==> src/rtl/hazard_pkg.sv <==
// Shared types and defaults for the Lapido pipeline interlock controller.
package hazard_pkg;

    localparam int CNT_W_DEF   = 16;
    localparam int TIMEOUT_DEF = 255;
    localparam int TO_W_DEF    = 8;

    typedef enum logic [1:0] {
        ST_RUN   = 2'd0,
        ST_WAIT  = 2'd1,
        ST_FAULT = 2'd2
    } hz_state_e;

    typedef struct packed {
        logic pc_write;
        logic if_id_write;
        logic if_id_flush;
        logic id_ex_flush;
        logic pipe_hold;
    } ctrl_t;

    localparam ctrl_t CTRL_FREEZE = 5'b00001;
    localparam ctrl_t CTRL_BRANCH = 5'b11110;
    localparam ctrl_t CTRL_BUBBLE = 5'b00010;
    localparam ctrl_t CTRL_NORMAL = 5'b11000;

endpackage

==> src/rtl/hazard_unit_if.sv <==
// Pipeline-to-interlock signal bundle; master is the pipeline, slave is hazard_unit.
interface hazard_unit_if #(
    parameter int CNT_W = hazard_pkg::CNT_W_DEF
);
    logic [3:0]       if_id_registerA;
    logic [3:0]       if_id_registerB;
    logic             if_id_useA;
    logic             if_id_useB;
    logic             id_ex_memRead;
    logic             id_ex_regWrite;
    logic [3:0]       id_ex_registerRD;
    logic             ex_branchTaken;
    logic             mem_busy;
    logic             clear_counters;

    logic             pc_write;
    logic             if_id_write;
    logic             if_id_flush;
    logic             id_ex_flush;
    logic             pipe_hold;
    logic             mem_timeout;
    logic [CNT_W-1:0] stall_cycles;
    logic [CNT_W-1:0] flush_events;

    modport master (
        output if_id_registerA, if_id_registerB, if_id_useA, if_id_useB,
               id_ex_memRead, id_ex_regWrite, id_ex_registerRD,
               ex_branchTaken, mem_busy, clear_counters,
        input  pc_write, if_id_write, if_id_flush, id_ex_flush, pipe_hold,
               mem_timeout, stall_cycles, flush_events
    );

    modport slave (
        input  if_id_registerA, if_id_registerB, if_id_useA, if_id_useB,
               id_ex_memRead, id_ex_regWrite, id_ex_registerRD,
               ex_branchTaken, mem_busy, clear_counters,
        output pc_write, if_id_write, if_id_flush, id_ex_flush, pipe_hold,
               mem_timeout, stall_cycles, flush_events
    );
endinterface

==> src/rtl/sat_counter.sv <==
// Saturating event counter; one-cycle update, clear takes precedence over increment.
module sat_counter #(
    parameter int W = 16
) (
    input  logic         clock,
    input  logic         reset_n,
    input  logic         inc_i,
    input  logic         clr_i,
    output logic [W-1:0] cnt_o
);
    logic [W-1:0] cnt_q;
    logic [W-1:0] cnt_d;

    always_comb begin
        cnt_d = cnt_q;
        if (clr_i) begin
            cnt_d = '0;
        end else if (inc_i && (cnt_q != '1)) begin
            cnt_d = cnt_q + W'(1);
        end
    end

    always_ff @(posedge clock or negedge reset_n) begin
        if (!reset_n) begin
            cnt_q <= '0;
        end else begin
            cnt_q <= cnt_d;
        end
    end

    assign cnt_o = cnt_q;
endmodule

==> src/rtl/hazard_unit.sv <==
// Stall/flush interlock: combinational controls from ID/EX compare, branch and mem_busy,
// plus a registered memory-wait watchdog FSM and saturating stall/flush statistics.
module hazard_unit #(
    parameter int CNT_W   = hazard_pkg::CNT_W_DEF,
    parameter int TIMEOUT = hazard_pkg::TIMEOUT_DEF,
    parameter int TO_W    = hazard_pkg::TO_W_DEF
) (
    input logic          clock,
    input logic          reset_n,
    hazard_unit_if.slave hz
);
    import hazard_pkg::*;

    localparam logic [TO_W-1:0] TO_LAST = TO_W'(TIMEOUT - 1);

    hz_state_e       state_q, state_d;
    logic [TO_W-1:0] wait_cnt_q, wait_cnt_d;
    logic            mem_timeout_q, mem_timeout_d;

    logic  load_use;
    logic  freeze;
    ctrl_t ctrl;
    logic  stall_inc;
    logic  flush_inc;

    // No hard-wired zero register, so every source compares against RD.
    assign load_use = hz.id_ex_memRead & hz.id_ex_regWrite &
                      ((hz.if_id_useA & (hz.if_id_registerA == hz.id_ex_registerRD)) |
                       (hz.if_id_useB & (hz.if_id_registerB == hz.id_ex_registerRD)));

    assign freeze = (state_q == ST_FAULT) | hz.mem_busy;

    always_ff @(posedge clock or negedge reset_n) begin
        if (!reset_n) begin
            state_q       <= ST_RUN;
            wait_cnt_q    <= '0;
            mem_timeout_q <= 1'b0;
        end else begin
            state_q       <= state_d;
            wait_cnt_q    <= wait_cnt_d;
            mem_timeout_q <= mem_timeout_d;
        end
    end

    always_comb begin
        state_d       = state_q;
        wait_cnt_d    = wait_cnt_q;
        mem_timeout_d = mem_timeout_q;

        if (hz.mem_busy) begin
            if (wait_cnt_q != '1) begin
                wait_cnt_d = wait_cnt_q + TO_W'(1);
            end
        end else begin
            wait_cnt_d = '0;
        end

        // wait_cnt_q holds busy cycles already seen, so TO_LAST means this is the TIMEOUT-th.
        case (state_q)
            ST_RUN: begin
                if (hz.mem_busy) state_d = ST_WAIT;
            end
            ST_WAIT: begin
                if (!hz.mem_busy)             state_d = ST_RUN;
                else if (wait_cnt_q == TO_LAST) state_d = ST_FAULT;
            end
            ST_FAULT: state_d = ST_FAULT;
            default:  state_d = ST_RUN;
        endcase

        if (state_d == ST_FAULT) mem_timeout_d = 1'b1;
    end

    always_comb begin
        ctrl      = CTRL_NORMAL;
        stall_inc = 1'b0;
        flush_inc = 1'b0;
        if (freeze) begin
            ctrl      = CTRL_FREEZE;
            stall_inc = (state_q != ST_FAULT);
        end else if (hz.ex_branchTaken) begin
            ctrl      = CTRL_BRANCH;
            flush_inc = 1'b1;
        end else if (load_use) begin
            ctrl      = CTRL_BUBBLE;
            stall_inc = 1'b1;
        end
    end

    // Reset only masks the port view; counters are already held clear by their own reset.
    assign hz.pc_write    = reset_n ? ctrl.pc_write    : CTRL_FREEZE.pc_write;
    assign hz.if_id_write = reset_n ? ctrl.if_id_write : CTRL_FREEZE.if_id_write;
    assign hz.if_id_flush = reset_n ? ctrl.if_id_flush : CTRL_FREEZE.if_id_flush;
    assign hz.id_ex_flush = reset_n ? ctrl.id_ex_flush : CTRL_FREEZE.id_ex_flush;
    assign hz.pipe_hold   = reset_n ? ctrl.pipe_hold   : CTRL_FREEZE.pipe_hold;
    assign hz.mem_timeout = mem_timeout_q;

    sat_counter #(.W(CNT_W)) u_stall_cnt (
        .clock   (clock),
        .reset_n (reset_n),
        .inc_i   (stall_inc),
        .clr_i   (hz.clear_counters),
        .cnt_o   (hz.stall_cycles)
    );

    sat_counter #(.W(CNT_W)) u_flush_cnt (
        .clock   (clock),
        .reset_n (reset_n),
        .inc_i   (flush_inc),
        .clr_i   (hz.clear_counters),
        .cnt_o   (hz.flush_events)
    );
endmodule

==> src/flat_wrapper.sv <==
// flat-port wrapper written by rule: the top's interface ports become plain ports
module hazard_unit_flat import hazard_pkg::*;
#(
    parameter int CNT_W   = hazard_pkg::CNT_W_DEF,
    parameter int TIMEOUT = hazard_pkg::TIMEOUT_DEF,
    parameter int TO_W    = hazard_pkg::TO_W_DEF
)
  (clock, reset_n, hz_if_id_registerA, hz_if_id_registerB, hz_if_id_useA, hz_if_id_useB, hz_id_ex_memRead, hz_id_ex_regWrite, hz_id_ex_registerRD, hz_ex_branchTaken, hz_mem_busy, hz_clear_counters, hz_pc_write, hz_if_id_write, hz_if_id_flush, hz_id_ex_flush, hz_pipe_hold, hz_mem_timeout, hz_stall_cycles, hz_flush_events);
  hazard_unit_if #(.CNT_W(CNT_W)) hz_i ();
  input logic clock;
  input logic reset_n;
  input wire logic [$bits(hz_i.if_id_registerA)-1:0] hz_if_id_registerA;
  input wire logic [$bits(hz_i.if_id_registerB)-1:0] hz_if_id_registerB;
  input wire logic [$bits(hz_i.if_id_useA)-1:0] hz_if_id_useA;
  input wire logic [$bits(hz_i.if_id_useB)-1:0] hz_if_id_useB;
  input wire logic [$bits(hz_i.id_ex_memRead)-1:0] hz_id_ex_memRead;
  input wire logic [$bits(hz_i.id_ex_regWrite)-1:0] hz_id_ex_regWrite;
  input wire logic [$bits(hz_i.id_ex_registerRD)-1:0] hz_id_ex_registerRD;
  input wire logic [$bits(hz_i.ex_branchTaken)-1:0] hz_ex_branchTaken;
  input wire logic [$bits(hz_i.mem_busy)-1:0] hz_mem_busy;
  input wire logic [$bits(hz_i.clear_counters)-1:0] hz_clear_counters;
  output wire logic [$bits(hz_i.pc_write)-1:0] hz_pc_write;
  output wire logic [$bits(hz_i.if_id_write)-1:0] hz_if_id_write;
  output wire logic [$bits(hz_i.if_id_flush)-1:0] hz_if_id_flush;
  output wire logic [$bits(hz_i.id_ex_flush)-1:0] hz_id_ex_flush;
  output wire logic [$bits(hz_i.pipe_hold)-1:0] hz_pipe_hold;
  output wire logic [$bits(hz_i.mem_timeout)-1:0] hz_mem_timeout;
  output wire logic [$bits(hz_i.stall_cycles)-1:0] hz_stall_cycles;
  output wire logic [$bits(hz_i.flush_events)-1:0] hz_flush_events;
  assign hz_i.if_id_registerA = hz_if_id_registerA;
  assign hz_i.if_id_registerB = hz_if_id_registerB;
  assign hz_i.if_id_useA = hz_if_id_useA;
  assign hz_i.if_id_useB = hz_if_id_useB;
  assign hz_i.id_ex_memRead = hz_id_ex_memRead;
  assign hz_i.id_ex_regWrite = hz_id_ex_regWrite;
  assign hz_i.id_ex_registerRD = hz_id_ex_registerRD;
  assign hz_i.ex_branchTaken = hz_ex_branchTaken;
  assign hz_i.mem_busy = hz_mem_busy;
  assign hz_i.clear_counters = hz_clear_counters;
  assign hz_pc_write = hz_i.pc_write;
  assign hz_if_id_write = hz_i.if_id_write;
  assign hz_if_id_flush = hz_i.if_id_flush;
  assign hz_id_ex_flush = hz_i.id_ex_flush;
  assign hz_pipe_hold = hz_i.pipe_hold;
  assign hz_mem_timeout = hz_i.mem_timeout;
  assign hz_stall_cycles = hz_i.stall_cycles;
  assign hz_flush_events = hz_i.flush_events;
  hazard_unit #(.CNT_W(CNT_W), .TIMEOUT(TIMEOUT), .TO_W(TO_W)) u_core (.clock(clock), .reset_n(reset_n), .hz(hz_i));
endmodule
==> config.mk <==
export PLATFORM = sky130hd
export DESIGN_NAME = hazard_unit_flat
export DESIGN_NICKNAME = d
export VERILOG_FILES = /design/src/rtl/hazard_pkg.sv /design/src/rtl/hazard_unit_if.sv /design/src/rtl/sat_counter.sv /design/src/rtl/hazard_unit.sv /design/src/flat_wrapper.sv
export SDC_FILE = /design/constraint.sdc
export NUM_CORES = 1
export LEC_CHECK = 0
export ABC_AREA = 1
export BUFFER_PORTS_ARGS = -buffer_cell sky130_fd_sc_hd__buf_2
export CAP_MARGIN = 40
export CORE_UTILIZATION = 45
export CTS_CLUSTER_DIAMETER = 100
export CTS_CLUSTER_SIZE = 40
export DETAILED_ROUTE_END_ITERATION = 8
export HOLD_SLACK_MARGIN = 0.03
export PLACE_DENSITY = 0.75
export RECOVER_POWER = 25
export SYNTH_ARGS = -nofsm -noshare
export SYNTH_HDL_FRONTEND = slang
export SYNTH_HIERARCHICAL = 1
export SYNTH_SLANG_ARGS = --single-unit
==> constraint.sdc <==
create_clock -name clock -period 1.5 [get_ports clock]
set_input_delay 0.075 -clock clock [delete_from_list [all_inputs] [get_ports clock]]
set_output_delay 0.075 -clock clock [all_outputs]
set_load 0.05 [all_outputs]
==> reports/qor.json <==
{
  "gr-total-overflow": {"value": 0},
  "postLayoutCoreUtil": {"value": 0.677},
  "wire_per_inst": {"value": 12.8, "unit": "um"},
  "hold_class": {"value": "input pin to flop"},
  "via_count_of_the_first_global_routing_pass": {"value": 2903},
  "report.final.hold_viol_count": {"value": 0},
  "numClockSinks": {"value": 43},
  "final.setup.tns": {"value": -0.0265, "unit": "ns"},
  "critical-path-max-stage-delay": {"value": 0.40, "unit": "ns"},
  "detail_route.vias_per_cell": {"value": 5.08},
  "r2r.worst_path.cells": {"value": 10},
  "grt_first_pass_wirelength": {"value": 12100, "unit": "um"},
  "post_route_worst_setup_slack": {"value": -0.0242, "unit": "ns"},
  "wl_met1": {"value": 3240, "unit": "um"},
  "area_occupied_by_registers": {"value": 1100, "unit": "sq um"},
  "port_buffers": {"value": 58},
  "tritoncts": {"value": "done"},
  "timing.fmax": {"value": 0.656, "unit": "GHz"},
  "vdd_drop_max": {"value": 0.429, "unit": "mV"},
  "whs_path_depth": {"value": 4},
  "worst_r2r_startpoint": {"value": "u_core/u_flush_cnt/cnt_o[0]"},
  "ys_types": {"value": 31},
  "max-clock-path-buffers": {"value": 2},
  "clock_skew": {"value": 0.0104, "unit": "ns"},
  "placement_rows": {"value": 28},
  "dp_hpwl": {"value": 5440, "unit": "um"},
  "post_synth_inst_count": {"value": 404},
  "num_io_pins": {"value": 59},
  "core_area": {"value": 6030, "unit": "sq um"},
  "failed_checks": {"value": "setup timing"},
  "criticalPathCategory": {"value": "flop to output port"},
  "crit_path_max_fanout": {"value": 3},
  "drive_above_1_share": {"value": 0.418},
  "largest_net_degree_at_the_start_of_global_routing": {"value": 44},
  "largest_delay_contributor_family_on_the_critical_path": {"value": "flip-flops"},
  "layout-area-overhead-vs-synth": {"value": 43.3, "unit": "%"},
  "crit_path_top_delay_cell": {"value": "sky130_fd_sc_hd__dfrtp_1"},
  "die_h": {"value": 81.5, "unit": "um"},
  "crit_top_cell": {"value": "sky130_fd_sc_hd__buf_6"},
  "placed_cells_incl_taps": {"value": 593},
  "gp_congestion": {"value": 0.878},
  "p_leak": {"value": 2.18, "unit": "nW"},
  "cts_root_buf": {"value": "sky130_fd_sc_hd__clkbuf_8"},
  "worstPathBufferInverterCount": {"value": 3},
  "die_area": {"value": 6640, "unit": "sq um"},
  "reg2reg_slack": {"value": 0.02, "unit": "ns"},
  "power-per-cell-area": {"value": 569, "unit": "nW/um^2"},
  "totalWireLength": {"value": 7760, "unit": "um"},
  "critical_path_required": {"value": 1.42, "unit": "ns"},
  "synth_area_per_cell": {"value": 7.04, "unit": "sq um"},
  "highest-signal-layer": {"value": "met4"},
  "multiInputGateArea": {"value": 1710, "unit": "sq um"},
  "worst_ep_arrival_time": {"value": 1.45, "unit": "ns"},
  "setup_repair_after_global_routing_missed_its_margin": {"value": "true"},
  "route.detailed.drc": {"value": 0},
  "timing.critical_path.from_type": {"value": "flop"},
  "critPathCaptureType": {"value": "output port"},
  "timing.hold.worst.start": {"value": "hz_clear_counters"},
  "postPlaceCellArea": {"value": 3720, "unit": "sq um"},
  "postSynthNetCount": {"value": 429},
  "route.antenna.remaining_nets": {"value": 0},
  "report.final.slew_viol_count": {"value": 0},
  "drt_pass1_iterations": {"value": 4},
  "drt_iter0_markers": {"value": 152},
  "ys.warnings.count": {"value": 6},
  "slew_limit_headroom": {"value": 0.333},
  "clk_pin_slew": {"value": 0.09, "unit": "ns"},
  "final_period_minus_worst_setup_slack": {"value": 1.52, "unit": "ns"},
  "cts-buffers-inserted": {"value": 5},
  "period_share": {"value": 1.02},
  "layout.cells.non_filler": {"value": 606},
  "timing.rr.end": {"value": "u_core/u_flush_cnt/cnt_o[2]"},
  "grt_use_total": {"value": 0.237},
  "cp_cell_sequence": {"value": "nand2_2 -> nand2_4 -> buf_6 -> nor2_4 -> inv_4 -> a21oi_4 -> buf_6"},
  "yosys_register_bits": {"value": 43},
  "fill_cells": {"value": 522},
  "insertedDiodeCount": {"value": 0},
  "htree_num_levels": {"value": 2},
  "portion_of_the_post_synthesis_area_used_by_sequential_elements": {"value": 0.378},
  "timing.max_cap.violations": {"value": 0},
  "timing_worst_slew_pin_value": {"value": 1.00, "unit": "ns"},
  "initial_core_util": {"value": 0.472},
  "setup_violations_final": {"value": 2},
  "initial_antenna_violation_count": {"value": 0},
  "worstSkewPairLatency": {"value": 0.31, "unit": "ns"},
  "min_to": {"value": "u_core/u_flush_cnt/cnt_o[4]"},
  "chipWidth": {"value": 81.5, "unit": "um"},
  "placement.setup.worst_slack": {"value": -0.374, "unit": "ns"},
  "layout.cell_area.non_filler": {"value": 4080, "unit": "sq um"},
  "met3RoutedLength": {"value": 359, "unit": "um"},
  "num_vias": {"value": 3079},
  "synth_area": {"value": 2850, "unit": "sq um"},
  "run_status": {"value": "finished with violations"},
  "dr_wl_met2": {"value": 4080, "unit": "um"},
  "nNetsFinal": {"value": 555}
}
==> placed cells by master (no fill, tap or decap), types with 3 or more instances in the layout <==
cell | Yosys | routed
sky130_fd_sc_hd__dfrtp_2 | 0 | 18
sky130_fd_sc_hd__inv_2 | 5 | 7
sky130_fd_sc_hd__xnor2_1 | 6 | 6
sky130_fd_sc_hd__dfrtp_1 | 43 | 25
sky130_fd_sc_hd__nand2_1 | 142 | 117
sky130_fd_sc_hd__buf_6 | 0 | 5
sky130_fd_sc_hd__inv_8 | 0 | 3
sky130_fd_sc_hd__o21ai_1 | 0 | 3
sky130_fd_sc_hd__xor2_1 | 7 | 7
sky130_fd_sc_hd__clkbuf_8 | 0 | 6
sky130_fd_sc_hd__inv_1 | 44 | 41
sky130_fd_sc_hd__nor2_4 | 4 | 9
sky130_fd_sc_hd__nand2_2 | 6 | 26
sky130_fd_sc_hd__nor2_1 | 46 | 38
sky130_fd_sc_hd__nand3_1 | 29 | 26
sky130_fd_sc_hd__a21oi_1 | 6 | 5
sky130_fd_sc_hd__nand3_2 | 1 | 4
sky130_fd_sc_hd__nand2_4 | 4 | 9
sky130_fd_sc_hd__nand4_1 | 20 | 20
sky130_fd_sc_hd__nor2_2 | 0 | 4
sky130_fd_sc_hd__buf_4 | 1 | 60
sky130_fd_sc_hd__o21bai_1 | 4 | 4
sky130_fd_sc_hd__buf_2 | 2 | 53
sky130_fd_sc_hd__o21ai_0 | 10 | 7
==> cell families (layout without fill, tap and decap cells) <==
logic type	Yosys count	count (layout)	share of synthesized area
AND/OR/NAND/NOR	260	261	0.412
flip-flops	43	43	0.378
AO/OA/AOI/OAI	26	26	0.0607
adder cells (fa/ha/maj)	4	4	0.0176
XOR/XNOR	13	13	0.0400
buffers and inverters	58	184	0.0919
==> cells in the mapped netlist <==
cell | number | share of area
sky130_fd_sc_hd__nand2_1 | 142 | 0.19
sky130_fd_sc_hd__nor2_1 | 46 | 0.061
sky130_fd_sc_hd__inv_1 | 44 | 0.058
sky130_fd_sc_hd__dfrtp_1 | 43 | 0.38
sky130_fd_sc_hd__nand3_1 | 29 | 0.051
sky130_fd_sc_hd__nand4_1 | 20 | 0.044
sky130_fd_sc_hd__o21ai_0 | 10 | 0.018
sky130_fd_sc_hd__xor2_1 | 7 | 0.022
sky130_fd_sc_hd__a21oi_1 | 6 | 0.011
sky130_fd_sc_hd__nand2_2 | 6 | 0.013
sky130_fd_sc_hd__xnor2_1 | 6 | 0.018
sky130_fd_sc_hd__inv_2 | 5 | 0.0066
sky130_fd_sc_hd__ha_1 | 4 | 0.018
sky130_fd_sc_hd__nand2_4 | 4 | 0.016
sky130_fd_sc_hd__nor2_4 | 4 | 0.016
sky130_fd_sc_hd__o21bai_1 | 4 | 0.011
sky130_fd_sc_hd__nor3_1 | 3 | 0.0053
sky130_fd_sc_hd__a211oi_1 | 2 | 0.0053
sky130_fd_sc_hd__buf_1 | 2 | 0.0026
sky130_fd_sc_hd__buf_12 | 2 | 0.014
sky130_fd_sc_hd__buf_2 | 2 | 0.0035
sky130_fd_sc_hd__inv_4 | 2 | 0.0044
sky130_fd_sc_hd__o21ai_4 | 2 | 0.011
sky130_fd_sc_hd__or2_2 | 2 | 0.0044
sky130_fd_sc_hd__a31oi_1 | 1 | 0.0022
sky130_fd_sc_hd__buf_4 | 1 | 0.0026
sky130_fd_sc_hd__nand3_2 | 1 | 0.0035
sky130_fd_sc_hd__nor3_4 | 1 | 0.0057
sky130_fd_sc_hd__nor3b_1 | 1 | 0.0026
sky130_fd_sc_hd__o21ai_2 | 1 | 0.0031
sky130_fd_sc_hd__or2_1 | 1 | 0.0022
==> what timing repair did <==
action / CTS / global route
hold buffers: 1 / 0
endpoints found under the hold margin: 43 / 0
gates cloned: 2 / 1
setup endpoints to repair: 37 / 36
setup buffers: 0 / 2
pin swaps: 1 / 17
resized for setup: 20 / 52
==> flip-flops by register name, indices dropped and copies added (netlist names) <==
| name | count |
|---|---|
| u_core/u_flush_cnt/cnt_o | 16 |
| u_core/u_stall_cnt/cnt_o | 16 |
| u_core/wait_cnt_q | 8 |
| u_core/state_q | 2 |
| u_core/hz.mem_timeout | 1 |
==> layout make-up <==
type                    count  area share
multi-input cells         304       0.419
repair inverters            2     0.00552
flip-flops and latches     43       0.269
clock inverters             2     0.00859
well taps                  75      0.0230
repair buffers            123       0.202
clock buffers               6      0.0203
inverters                  51      0.0525
==> worst reg2reg max path, cell delays in order (launching register included) <==
cell	delay, ns
sky130_fd_sc_hd__dfrtp_2	0.39
sky130_fd_sc_hd__ha_4	0.15
sky130_fd_sc_hd__nand2_4	0.05
sky130_fd_sc_hd__nor2_4	0.11
sky130_fd_sc_hd__nand2_4	0.06
sky130_fd_sc_hd__buf_6	0.12
sky130_fd_sc_hd__o21ai_4	0.17
sky130_fd_sc_hd__nand2_4	0.14
sky130_fd_sc_hd__clkinv_8	0.12
sky130_fd_sc_hd__nand2_2	0.05
sky130_fd_sc_hd__nand2_1	0.05
==> power breakdown <==
group | switching, W | internal, W
clock | 0.000422 | 0.000539
combinational | 0.000128 | 0.0000623
sequential | 0.00000616 | 0.00116
total | 0.000556 | 0.00177
==> routing by layer <==
| layer | vias to the layer above | GRT usage |
|---|---|---|
| li1 | 1537 | - |
| met1 | 1445 | 0.271 |
| met2 | 87 | 0.443 |
| met3 | 10 | 0.0367 |
| met4 | 0 | 0.0768 |
| met5 | - | 0 |
==> worst max path at each step <==
stage	startpoint	end	cells after the start
finish	u_core/state_q[1]	hz_id_ex_flush	7
global route	u_core/state_q[1]	hz_id_ex_flush	7
CTS	u_core/u_flush_cnt/cnt_o[1]	u_core/u_flush_cnt/cnt_o[7]	10
detailed placement	hz_id_ex_registerRD[2]	u_core/u_stall_cnt/cnt_o[2]	12
global placement	u_core/u_flush_cnt/cnt_o[1]	u_core/u_flush_cnt/cnt_o[10]	8
floorplan	u_core/u_flush_cnt/cnt_o[1]	u_core/u_flush_cnt/cnt_o[10]	10
==> stage by stage <==
stage	hold WS (ns)	power (W)
2_1_floorplan	-0.221	0.00128
3_3_place_gp	0.233	0.00136
3_5_place_dp	0.234	0.00136
4_1_cts	0.0976	0.00233
5_1_grt	0.121	0.00241
6_report	0.101	0.00232
Note: power is estimated with default switching activity, not from simulation.
